**src/rtl/lookup_map_sched_pkg.sv**
```systemverilog
// Shared frame-marker dtype codes and scheduler state encoding for lookup_map_sched.
// DTYPE_WIDTH falls back to 4 bits when the imager-wide dtypes definition is absent.
`ifndef DTYPE_WIDTH
`define DTYPE_WIDTH 4
`endif

package lookup_map_sched_pkg;

    localparam int DTYPE_W = `DTYPE_WIDTH;

    localparam logic [DTYPE_W-1:0] DTYPE_FRAME_START = DTYPE_W'(1);
    localparam logic [DTYPE_W-1:0] DTYPE_FRAME_END   = DTYPE_W'(2);

    typedef enum logic [1:0] {
        ST_IDLE       = 2'd0,
        ST_WAIT_BLANK = 2'd1,
        ST_ISSUE      = 2'd2,
        ST_GAP        = 2'd3
    } sched_state_t;

    function automatic logic is_marker(input logic valid,
                                       input logic [DTYPE_W-1:0] dtype,
                                       input logic [DTYPE_W-1:0] code);
        return valid && (dtype == code);
    endfunction

endpackage

```
**src/rtl/lookup_map_sched_fifo.sv**
```systemverilog
// First-word-fall-through FIFO holding buffered {table index, entry} pairs.
// Pushes while full and pops while empty are dropped; count reports occupancy.
module lookup_map_sched_fifo #(
    parameter int AW    = 4,
    parameter int WIDTH = 42
) (
    input  logic             clk,
    input  logic             rst_n,
    input  logic             push,
    input  logic [WIDTH-1:0] din,
    input  logic             pop,
    output logic [WIDTH-1:0] dout,
    output logic             full,
    output logic [AW:0]      count
);

    localparam int DEPTH = 1 << AW;
    localparam logic [AW:0] FULL_CNT = (AW + 1)'(DEPTH);

    logic [WIDTH-1:0] mem [DEPTH];
    logic [AW-1:0]    wr_ptr;
    logic [AW-1:0]    rd_ptr;
    logic             do_push;
    logic             do_pop;

    assign full    = (count == FULL_CNT);
    assign do_push = push && !full;
    assign do_pop  = pop && (count != '0);
    assign dout    = mem[rd_ptr];

    always_ff @(posedge clk or negedge rst_n) begin
        if (!rst_n) begin
            wr_ptr <= '0;
            rd_ptr <= '0;
            count  <= '0;
        end else begin
            if (do_push) wr_ptr <= wr_ptr + AW'(1);
            if (do_pop)  rd_ptr <= rd_ptr + AW'(1);
            case ({do_push, do_pop})
                2'b10:   count <= count + (AW + 1)'(1);
                2'b01:   count <= count - (AW + 1)'(1);
                default: count <= count;
            endcase
        end
    end

    // Storage is not reset; only entries below count are ever observed.
    always_ff @(posedge clk) begin
        if (do_push) mem[wr_ptr] <= din;
    end

endmodule

```
**src/rtl/lookup_map_sched.sv**
```systemverilog
// Buffers host table writes and drains committed batches into lookup_map only during
// vertical blanking. Optional LOOKUP_MAP_SCHED_STATS_EN adds batch/overrun counters.
`ifndef DTYPE_WIDTH
`define DTYPE_WIDTH 4
`endif

module lookup_map_sched
    import lookup_map_sched_pkg::*;
#(
    parameter int          ADDR_WIDTH = 10,
    parameter int          DATA_WIDTH = 32,
    parameter int          FIFO_AW    = 4,
    parameter logic [15:0] TERM_ADDR  = 16'h0000
) (
    input  logic                    pixclk,
    input  logic                    resetb,
    input  logic                    dvi,
    input  logic [`DTYPE_WIDTH-1:0] dtypei,
    input  logic                    wr_valid,
    output logic                    wr_ready,
    input  logic [ADDR_WIDTH-1:0]   wr_addr,
    input  logic [DATA_WIDTH-1:0]   wr_data,
    input  logic                    commit,
    output logic                    busy,
    output logic                    overrun,
    input  logic                    clr_overrun,
    output logic [15:0]             di_term_addr,
    output logic [31:0]             di_reg_addr,
    output logic [DATA_WIDTH-1:0]   di_reg_datai,
    output logic                    di_write_mode,
    output logic                    di_write,
    input  logic                    di_write_rdy
`ifdef LOOKUP_MAP_SCHED_STATS_EN
    ,
    output logic [15:0]             batch_cnt,
    output logic [15:0]             overrun_cnt
`endif
);

    localparam int CW = FIFO_AW + 1;
    localparam int EW = ADDR_WIDTH + DATA_WIDTH;

    function automatic logic [31:0] zext_addr(input logic [ADDR_WIDTH-1:0] a);
        return 32'(a);
    endfunction

    sched_state_t          state;
    logic                  in_blank;
    logic [CW-1:0]         armed_cnt;
    logic [CW-1:0]         count;
    logic [CW-1:0]         batch_size;
    logic                  full;
    logic                  push;
    logic                  pop;
    logic                  draining;
    logic                  frame_start;
    logic                  frame_end;
    logic [EW-1:0]         head;
    logic [ADDR_WIDTH-1:0] head_addr;
    logic [DATA_WIDTH-1:0] head_data;

    assign frame_start  = is_marker(dvi, dtypei, DTYPE_FRAME_START);
    assign frame_end    = is_marker(dvi, dtypei, DTYPE_FRAME_END);
    assign wr_ready     = !full;
    assign push         = wr_valid && !full;
    assign pop          = (state == ST_ISSUE) && di_write_rdy;
    assign draining     = (state == ST_ISSUE) || (state == ST_GAP);
    assign batch_size   = count + CW'(push);
    assign head_addr    = head[EW-1:DATA_WIDTH];
    assign head_data    = head[DATA_WIDTH-1:0];
    assign di_term_addr = TERM_ADDR;

    lookup_map_sched_fifo #(
        .AW    (FIFO_AW),
        .WIDTH (EW)
    ) u_fifo (
        .clk   (pixclk),
        .rst_n (resetb),
        .push  (push),
        .din   ({wr_addr, wr_data}),
        .pop   (pop),
        .dout  (head),
        .full  (full),
        .count (count)
    );

    always_ff @(posedge pixclk or negedge resetb) begin
        if (!resetb) begin
            in_blank <= 1'b1;
        end else if (frame_end) begin
            in_blank <= 1'b1;
        end else if (frame_start) begin
            in_blank <= 1'b0;
        end
    end

    // Commits are only accepted in IDLE with nothing armed, which is exactly !busy.
    always_ff @(posedge pixclk or negedge resetb) begin
        if (!resetb) begin
            state         <= ST_IDLE;
            armed_cnt     <= '0;
            busy          <= 1'b0;
            di_write      <= 1'b0;
            di_write_mode <= 1'b0;
            di_reg_addr   <= '0;
            di_reg_datai  <= '0;
        end else begin
            di_write <= 1'b0;
            unique case (state)
                ST_IDLE: begin
                    if (armed_cnt != '0) begin
                        state <= ST_WAIT_BLANK;
                    end else if (commit) begin
                        armed_cnt <= batch_size;
                        busy      <= (batch_size != '0);
                    end
                end
                ST_WAIT_BLANK: begin
                    if (in_blank) begin
                        state         <= ST_ISSUE;
                        di_write_mode <= 1'b1;
                        di_reg_addr   <= zext_addr(head_addr);
                        di_reg_datai  <= head_data;
                    end
                end
                ST_ISSUE: begin
                    if (di_write_rdy) begin
                        di_write  <= 1'b1;
                        armed_cnt <= armed_cnt - CW'(1);
                        state     <= ST_GAP;
                    end
                end
                ST_GAP: begin
                    // The FIFO head already shows the next entry after the pop.
                    if (armed_cnt != '0) begin
                        state        <= ST_ISSUE;
                        di_reg_addr  <= zext_addr(head_addr);
                        di_reg_datai <= head_data;
                    end else begin
                        state         <= ST_IDLE;
                        busy          <= 1'b0;
                        di_write_mode <= 1'b0;
                    end
                end
                default: state <= ST_IDLE;
            endcase
        end
    end

    always_ff @(posedge pixclk or negedge resetb) begin
        if (!resetb) begin
            overrun <= 1'b0;
        end else if (draining && frame_start) begin
            overrun <= 1'b1;
        end else if (clr_overrun) begin
            overrun <= 1'b0;
        end
    end

`ifdef LOOKUP_MAP_SCHED_STATS_EN
    always_ff @(posedge pixclk or negedge resetb) begin
        if (!resetb) begin
            batch_cnt   <= '0;
            overrun_cnt <= '0;
        end else begin
            if ((state == ST_GAP) && (armed_cnt == '0)) batch_cnt <= batch_cnt + 16'd1;
            if (draining && frame_start) overrun_cnt <= overrun_cnt + 16'd1;
        end
    end
`endif

endmodule

```
**config.mk**
```make
export PLATFORM = sky130hd
export DESIGN_NAME = lookup_map_sched
export DESIGN_NICKNAME = d
export VERILOG_FILES = /design/src/rtl/lookup_map_sched_pkg.sv /design/src/rtl/lookup_map_sched_fifo.sv /design/src/rtl/lookup_map_sched.sv
export SDC_FILE = /design/constraint.sdc
export NUM_CORES = 1
export LEC_CHECK = 0
export CAP_MARGIN = 10
export CORE_MARGIN = 2
export CORE_UTILIZATION = 55
export DETAILED_ROUTE_END_ITERATION = 6
export PLACE_DENSITY = 0.84
export SYNTH_ARGS = -nofsm -noshare
export SYNTH_HDL_FRONTEND = slang
export SYNTH_SLANG_ARGS = --single-unit
```
**constraint.sdc**
```tcl
create_clock -name pixclk -period 13.2 [get_ports pixclk]
set_clock_uncertainty 0.05 [all_clocks]
set_input_delay 1.98 -clock pixclk [delete_from_list [all_inputs] [get_ports pixclk]]
set_output_delay 1.98 -clock pixclk [all_outputs]
set_load 0.01 [all_outputs]
```
==> impl_results.md, run 1 <==
- Status: finished, final reports clean
- Sequential Area: 0.0219 mm^2
- Area of the mapped netlist: 0.0285 mm^2
- Hold crit path type: reg2reg
- Routability cong.: 0.838
- Crit-path max FO: 5
- Worst hold slack: 0.477 ns
- Slew HR: 0.196
- Layout cells sized above 1: 0.245
- Maximum clock frequency: 232 MHz
- Antenna Nets Post-Route: 0
- M1 WL: 23.5 mm
- Hold Fails Final Rpt: 0
- Seq cells post-synth: 739
- Max-Cap Viols: 0
- Input/output buffers: 99
- Initial antenna violation count: 1
- Cell Rows: 83
- Clock group share of total power: 0.294
- Max layer used: met4
- Period utilization: 0.326
- CP arrival: 2.27 ns
- Dpl hpwl: 34.6 mm
- Comb power frac: 0.281
- Crit path buf inv count: 1
- Final Max Slew Viols: 0
- Endpoint class of the critical path: primary output
- Global Route Usage Sum: 0.248
- FFs w/ async S/R, synth: 0.0907
- PwrDens: 223 mW/mm^2
- Avg Cell Area, Syn: 21.3 um^2
- Postcts setup bufs: 0
- Starting DRT DRC Count: 1603
- Max Root-Sink Buffers: 3
- Worst EP required: 11.17 ns
- Tightest Pin Transition: 1.21 ns
- Switching power: 2.18 mW
- Peak VDD IR: 129 uV
- Final setup viols: 0
- Die width: 232 um
- Drt drc: 0
- Initial Util: 0.556
- Number of stages on the worst setup path: 3
- WL/cell: 29.4 um
- Post-synth EDFFs: 672
- Vias in the first global route: 14647
- Met3 WL: 3.92 mm
- Gates resized, CTS repair: 0
- Cell Chain, Critical Path: nor4_1, nand2_1, clkdlybuf4s50_1
- Core ar.: 0.0513 mm^2
- RSZ-0062 raised after global routing: false
- Multi-input logic area: 0.00623 mm^2
- Clk_lat worst skew: 0.62 ns
- Detailed Route WL: 64.8 mm
- Via density per instance: 6.34
- Dpl cell area: 0.0302 mm^2
- Pleak: 10.5 nW
- Clk slew on worst S/H paths: 0.06 ns
- Root Buffer: clkbuf_16
- Sequential area share after synthesis: 0.767
- Seq pwr share: 0.425
- Top Family by Delay on Critical Path: simple AND/OR/NAND/NOR gates
- Critical path type: reg2out
- Area Overhead vs Synth: 14.5%
- Clk sinks: 739
- Worst reg-to-reg path cell count: 6
- Slowest cell on crit path: nor4_1
- CTS H-tree depth: 3
- Switching share of power: 0.300
- Unique cell type count in the Yosys netlist: 49
- Setup TNS: 0 ns
- Die area: 0.0537 mm^2
- Ys Warns: 0
- Int Pwr: 5.09 mW
- Startpoint types: flip-flop
- Grt ovf: 0
- Drt first pass iters: 5
- Fillers: 3273
- Cell count after synthesis: 1335
- WL met2: 35.3 mm
- Hold depth: 1
- TritonCTS clock tree: built
- Post-route cell area: 0.0326 mm^2
- Main flop type after synthesis: edfxtp_1
- Global-route wire length before repair: 95.8 mm
- DIE HEIGHT: 232 um
- Largest net degree at the start of global routing: 79
- Io pins: 138
- DR vias: 13966
- Hold-fix buffers, CTS: 0
- Fin crit period: 4.30 ns
- Num CTS Buffers: 73
- Slowest stage delay, CP: 0.63 ns
- Fin nets: 1532
-- metrics by stage --
step / utilization / power [mW] / setup slack (ns) / cells
2_1_floorplan: - / 4.48 / 7.28 / 1372
3_3_place_gp: 0.588 / 5.07 / 8.26 / 2069
3_5_place_dp: 0.588 / 5.15 / 8.11 / 2069
4_1_cts: 0.636 / 7.33 / 8.72 / 2202
5_1_grt: 0.636 / 7.53 / 8.71 / 2203
6_report: 0.636 / 7.27 / 8.90 / 2204
-- cell usage after synthesis, types with 2 or more instances --
master / n / area (um^2)
a211o_1: 3 / 26.3
a211oi_1: 2 / 15.0
a21o_1: 2 / 15.0
a21oi_1: 47 / 235
a2bb2oi_1: 3 / 26.3
a31oi_1: 3 / 18.8
buf_1: 4 / 15.0
buf_2: 21 / 105
buf_4: 45 / 338
buf_6: 4 / 45.0
clkbuf_1: 36 / 135
dfrtp_1: 66 / 1650
edfxtp_1: 672 / 20200
ha_1: 13 / 163
inv_1: 9 / 33.8
mux2_2: 41 / 462
mux2i_1: 8 / 80.1
mux4_2: 168 / 3780
nand2_1: 19 / 71.3
nand2b_1: 4 / 25.0
nand3_1: 4 / 20.0
nand4_1: 2 / 12.5
nor2_1: 23 / 86.3
nor2b_1: 3 / 18.8
nor3_1: 9 / 45.0
nor4_1: 2 / 12.5
o21a_1: 2 / 15.0
o21ai_0: 10 / 50.1
o22ai_1: 78 / 488
xnor2_1: 11 / 96.3
xor2_1: 3 / 26.3
-- routing by layer --
metal | vias up | global-route usage
met5 | - | 0
met1 | 7340 | 0.305
met2 | 747 | 0.444
met3 | 133 | 0.0389
met4 | 0 | 0.0970
li1 | 5746 | -
-- cell families after synthesis --
group                      after synthesis  share of synthesized area
DFF                                    739                      0.767
muxes                                  217                      0.152
AOI/OAI and AO/OA                      159                     0.0344
buffers and inverters                  119                     0.0236
and+or+nand+nor                         72                     0.0125
adders and majority gates               14                    0.00641
xor gates and xnor gates                14                    0.00430
other                                    1                   0.000132
-- sequential cells by signal (all words and copies together), names as in the netlist --
signal,count
in_blank,1
di_reg_datai,32
u_fifo.wr_ptr,4
armed_cnt,5
overrun,1
di_write,1
di_reg_addr,10
u_fifo.rd_ptr,4
u_fifo.mem,672
u_fifo.count,5
busy,1
di_write_mode,1
state,2
-- layout by cell type (no fill, tap or decap), types with 3 or more instances in the layout --
cell	instances
clkinv_2	8
nand2_1	19
clkbuf_1	18
mux4_2	168
o22ai_1	78
a31oi_1	3
clkinv_1	9
clkbuf_8	7
xor2_1	3
a211o_1	3
nor3_2	4
clkinvlp_4	3
o21ai_0	10
mux2_2	41
ha_1	13
xnor2_1	11
clkdlybuf4s50_1	98
inv_1	9
dfrtp_1	63
nor2_4	12
nor2b_1	3
a2bb2oi_1	3
buf_4	29
bufinv_16	9
edfxtp_1	672
conb_1	38
nand3_1	4
nand2b_1	3
inv_6	4
nor3_1	5
nor2_1	11
mux2i_1	8
a21oi_1	47
clkbuf_16	75
-- final timing paths --
check,from,end,slack (ns)
worst max-delay path,u_fifo.count[0],wr_ready,8.90
worst min-delay path,di_reg_addr[9],di_reg_addr[9],0.48
worst max register to register,u_fifo.rd_ptr[2],di_reg_datai[31],9.12
worst min register to register,di_reg_addr[9],di_reg_addr[9],0.48
max in group asynchronous,resetb,u_fifo.rd_ptr[3],10.68
min in group asynchronous,resetb,di_reg_datai[10],1.22
-- area by class of cell --
type                       instances  area share
clock inverter                    33      0.0123
antenna                            1   0.0000767
inverter                           9     0.00104
clock buffer                     100      0.0625
tap                              680      0.0261
timing repair buffer             128      0.0371
multi-input combinational        514       0.191
sequential                       739       0.670
-- power groups by stage --
| stage | Combinational, mW | Sequential, mW | Clock (mW) |
|---|---|---|---|
| after global placement | 1.96 | 3.11 | 0 |
| after floorplan | 1.44 | 3.04 | 0 |
| final | 2.05 | 3.09 | 2.14 |
| after global routing | 2.17 | 3.12 | 2.24 |
| after CTS | 2.07 | 3.10 | 2.16 |
| after detailed placement | 2.02 | 3.13 | 0 |
Power figures use the tool's default switching activity.
==> run 2: changes to the inputs <==
--- a/config.mk
+++ b/config.mk
@@ -7,9 +7,9 @@
 export LEC_CHECK = 0
 export CAP_MARGIN = 10
 export CORE_MARGIN = 2
-export CORE_UTILIZATION = 55
+export CORE_UTILIZATION = 54
 export DETAILED_ROUTE_END_ITERATION = 6
-export PLACE_DENSITY = 0.84
+export PLACE_DENSITY = 0.85
 export SYNTH_ARGS = -nofsm -noshare
 export SYNTH_HDL_FRONTEND = slang
 export SYNTH_SLANG_ARGS = --single-unit
==> constraint.sdc (replaced) <==
create_clock -name pixclk -period 3.6 [get_ports pixclk]
set_clock_uncertainty 0.05 [all_clocks]
set_input_delay 0.54 -clock pixclk [delete_from_list [all_inputs] [get_ports pixclk]]
set_output_delay 0.54 -clock pixclk [all_outputs]
set_load 0.01 [all_outputs]
==> impl_results.md, run 2 (synthesized netlist as in run 1, its figures left out) <==
- Initial antenna violation count: 0 (-1)
- Routability cong.: 0.771 (-7.9%)
- Fin nets: 1545 (+0.85%)
- Number of flip-flops in the largest register: 672 (unchanged)
- Io pins: 138 (unchanged)
- WL/cell: 29.7 um (+0.88%)
- Gates resized, CTS repair: 0 (unchanged)
- Placed cells: 2090 (+1.0%)
- Grt ovf: 0 (unchanged)
- Switching share of power: 0.301 (+0.000611)
- Final setup viols: 0 (unchanged)
- Root Buffer: clkbuf_16
- Clk slew on worst S/H paths: 0.06 ns (about the same)
- Fillers: 3304 (+0.95%)
- Ant diodes: 0 (-1)
- Endpoint class of the critical path: flip-flop
- DIE HEIGHT: 234 um (+0.91%)
- Int Pwr: 18.8 mW (+270%)
- Multi-input logic area: 0.00626 mm^2 (+0.40%)
- Drt drc: 0 (unchanged)
- Layout cells sized above 1: 0.253 (+0.00834)
- Sequential Area: 0.0219 mm^2 (unchanged)
- Final Max Slew Viols: 0 (unchanged)
- Dpl cell area: 0.0305 mm^2 (+1.1%)
- Peak VDD IR: 488 uV (+280%)
- CTS H-tree depth: 3 (unchanged)
- Clock group share of total power: 0.288 (-0.006)
- TritonCTS clock tree: built
- Hold depth: 2 (+1)
- Switching power: 8.09 mW (+270%)
- Detailed Route WL: 66.0 mm (+1.8%)
- Hold Fails Final Rpt: 0 (unchanged)
- Die width: 234 um (+0.91%)
- Reg2reg setup slack: 0.58 ns (-8.54 ns)
- Post-route cell area: 0.0330 mm^2 (+1.1%)
- Crit-path max FO: 6 (+1)
- Status: finished, final reports clean
- Comb power frac: 0.289 (+0.008)
- Critical path type: reg2reg
- Vias in the first global route: 15197 (+3.8%)
- Antenna Nets Post-Route: 0 (unchanged)
- Initial Util: 0.545 (-0.0110)
- Fin crit period: 3.02 ns
- Period utilization: 0.839
- Clk sinks: 739 (unchanged)
- Seq pwr share: 0.423 (-0.002)
- Dpl hpwl: 35.0 mm (+1.1%)
- Worst EP required: 4.06 ns (-7.11 ns)
- Starting DRT DRC Count: 1582 (-1.3%)
- Global-route wire length before repair: 97.5 mm (+1.7%)
- Largest net degree at the start of global routing: 79 (unchanged)
- Die area: 0.0546 mm^2 (+1.8%)
- Pre-CTS WS: 0.530 ns (-7.58 ns)
- Num CTS Buffers: 73 (unchanged)
- Most common cell after layout, fill and taps aside: edfxtp_1
- Drt first pass iters: 7 (+2)
- Via density per instance: 6.48 (+2.3%)
- Top reg by flops: u_fifo.mem
- Tightest Pin Transition: 1.22 ns (+0.0156 ns)
- Leading cell types in the layout, fill and taps excluded: edfxtp_1, mux4_2, clkdlybuf4s50_1
- Pleak: 10.7 nW (+1.4%)
- CP arrival: 3.48 ns (+1.21 ns)
- Global Route Usage Sum: 0.248 (-0.000257)
- Maximum clock frequency: 331 MHz
- Cell Rows: 84 (+1.2%)
- Max-Cap Viols: 0 (unchanged)
- Core ar.: 0.0523 mm^2 (+2.0%)
- Input/output buffers: 99 (unchanged)
- Non-filler cells, final: 2224 (+0.91%)
- Max Root-Sink Buffers: 3 (unchanged)
- Worst reg-to-reg path cell count: 8 (+2)
- Setup TNS: 0 ns (unchanged)
- Hold crit path type: in2reg
- Clk_lat worst skew: 0.61 ns (about the same)
- Total Power: 26.9 mW (+270%)
- PwrDens: 815 mW/mm^2 (+270%)
- Slew HR: 0.185 (-0.0104)
- DR vias: 14416 (+3.2%)
- Final setup margin: 0.581 ns (-8.32 ns)
- Startpoint types: flip-flop
- Registers with the most flip-flops: u_fifo.mem: 672 flops, di_reg_datai: 32 flops, di_reg_addr: 10 flops
- RSZ-0062 raised after global routing: false
- Area Overhead vs Synth: 15.8%
==> run 2: changes by cell type in the layout (fill, tap and decap cells not counted), sizes merged, moves of 2 or more <==
cell    delta
clkbuf     +5
bufinv     -2
inv        -2
buf       +12
==> run 2: worst max-delay path: stages, from the launching register on <==
cell and delay (ns):
dfrtp_1 0.44, nor4_1 0.64, a211oi_2 0.24, ha_1 0.34, fa_1 0.43, a21o_1 0.20, a21oi_1 0.18, mux2i_1 0.26
xnor2_1 0.15
==> run 2: final cells by class <==
| cell class | instances | share of cell area |
|---|---|---|
| flip-flops and latches | 739 | 0.663 |
| multi-input cells | 514 | 0.190 |
| clock buffers | 105 | 0.0643 |
| repair buffers | 141 | 0.0460 |
| well taps | 688 | 0.0261 |
| clock inverters | 28 | 0.0101 |
| inverters | 9 | 0.00102 |
==> run 2: worst paths after layout <==
check	start	endpoint
max	u_fifo.count[0]	u_fifo.count[4]
min	clr_overrun	overrun
max reg2reg	u_fifo.count[0]	u_fifo.count[4]
min reg2reg	overrun	overrun
max in group asynchronous	resetb	di_reg_datai[27]
min in group asynchronous	resetb	di_reg_datai[15]
==> run 2: metrics by stage <==
| stage | utilization | hold slack, ns |
|---|---|---|
| 2_1_floorplan | - | 0.194 |
| 3_3_place_gp | 0.583 | 0.438 |
| 3_5_place_dp | 0.583 | 0.463 |
| 4_1_cts | 0.630 | 0.437 |
| 5_1_grt | 0.630 | 0.476 |
| 6_report | 0.630 | 0.464 |
==> run 2: power groups by stage <==
stage | logic [mW] | registers [mW] | clock network [mW]
after global placement | 7.41 | 11.4 | 0
after detailed placement | 7.62 | 11.5 | 0
after global routing | 8.26 | 11.4 | 8.16
after CTS | 7.83 | 11.4 | 7.86
final | 7.77 | 11.4 | 7.76
after floorplan | 5.27 | 11.1 | 0
==> run 2: timing repair <==
item	in CTS	in global routing
buffers inserted	0	0
hold endpoints to repair	5	0
hold buffers	1	0
==> run 2: per-layer routing <==
layer,up-vias,global-route usage,share of wire
met5,-,0,0
met4,0,0.119,0.045
met3,190,0.0445,0.080
met2,953,0.422,0.52
met1,7517,0.312,0.35
li1,5756,-,-
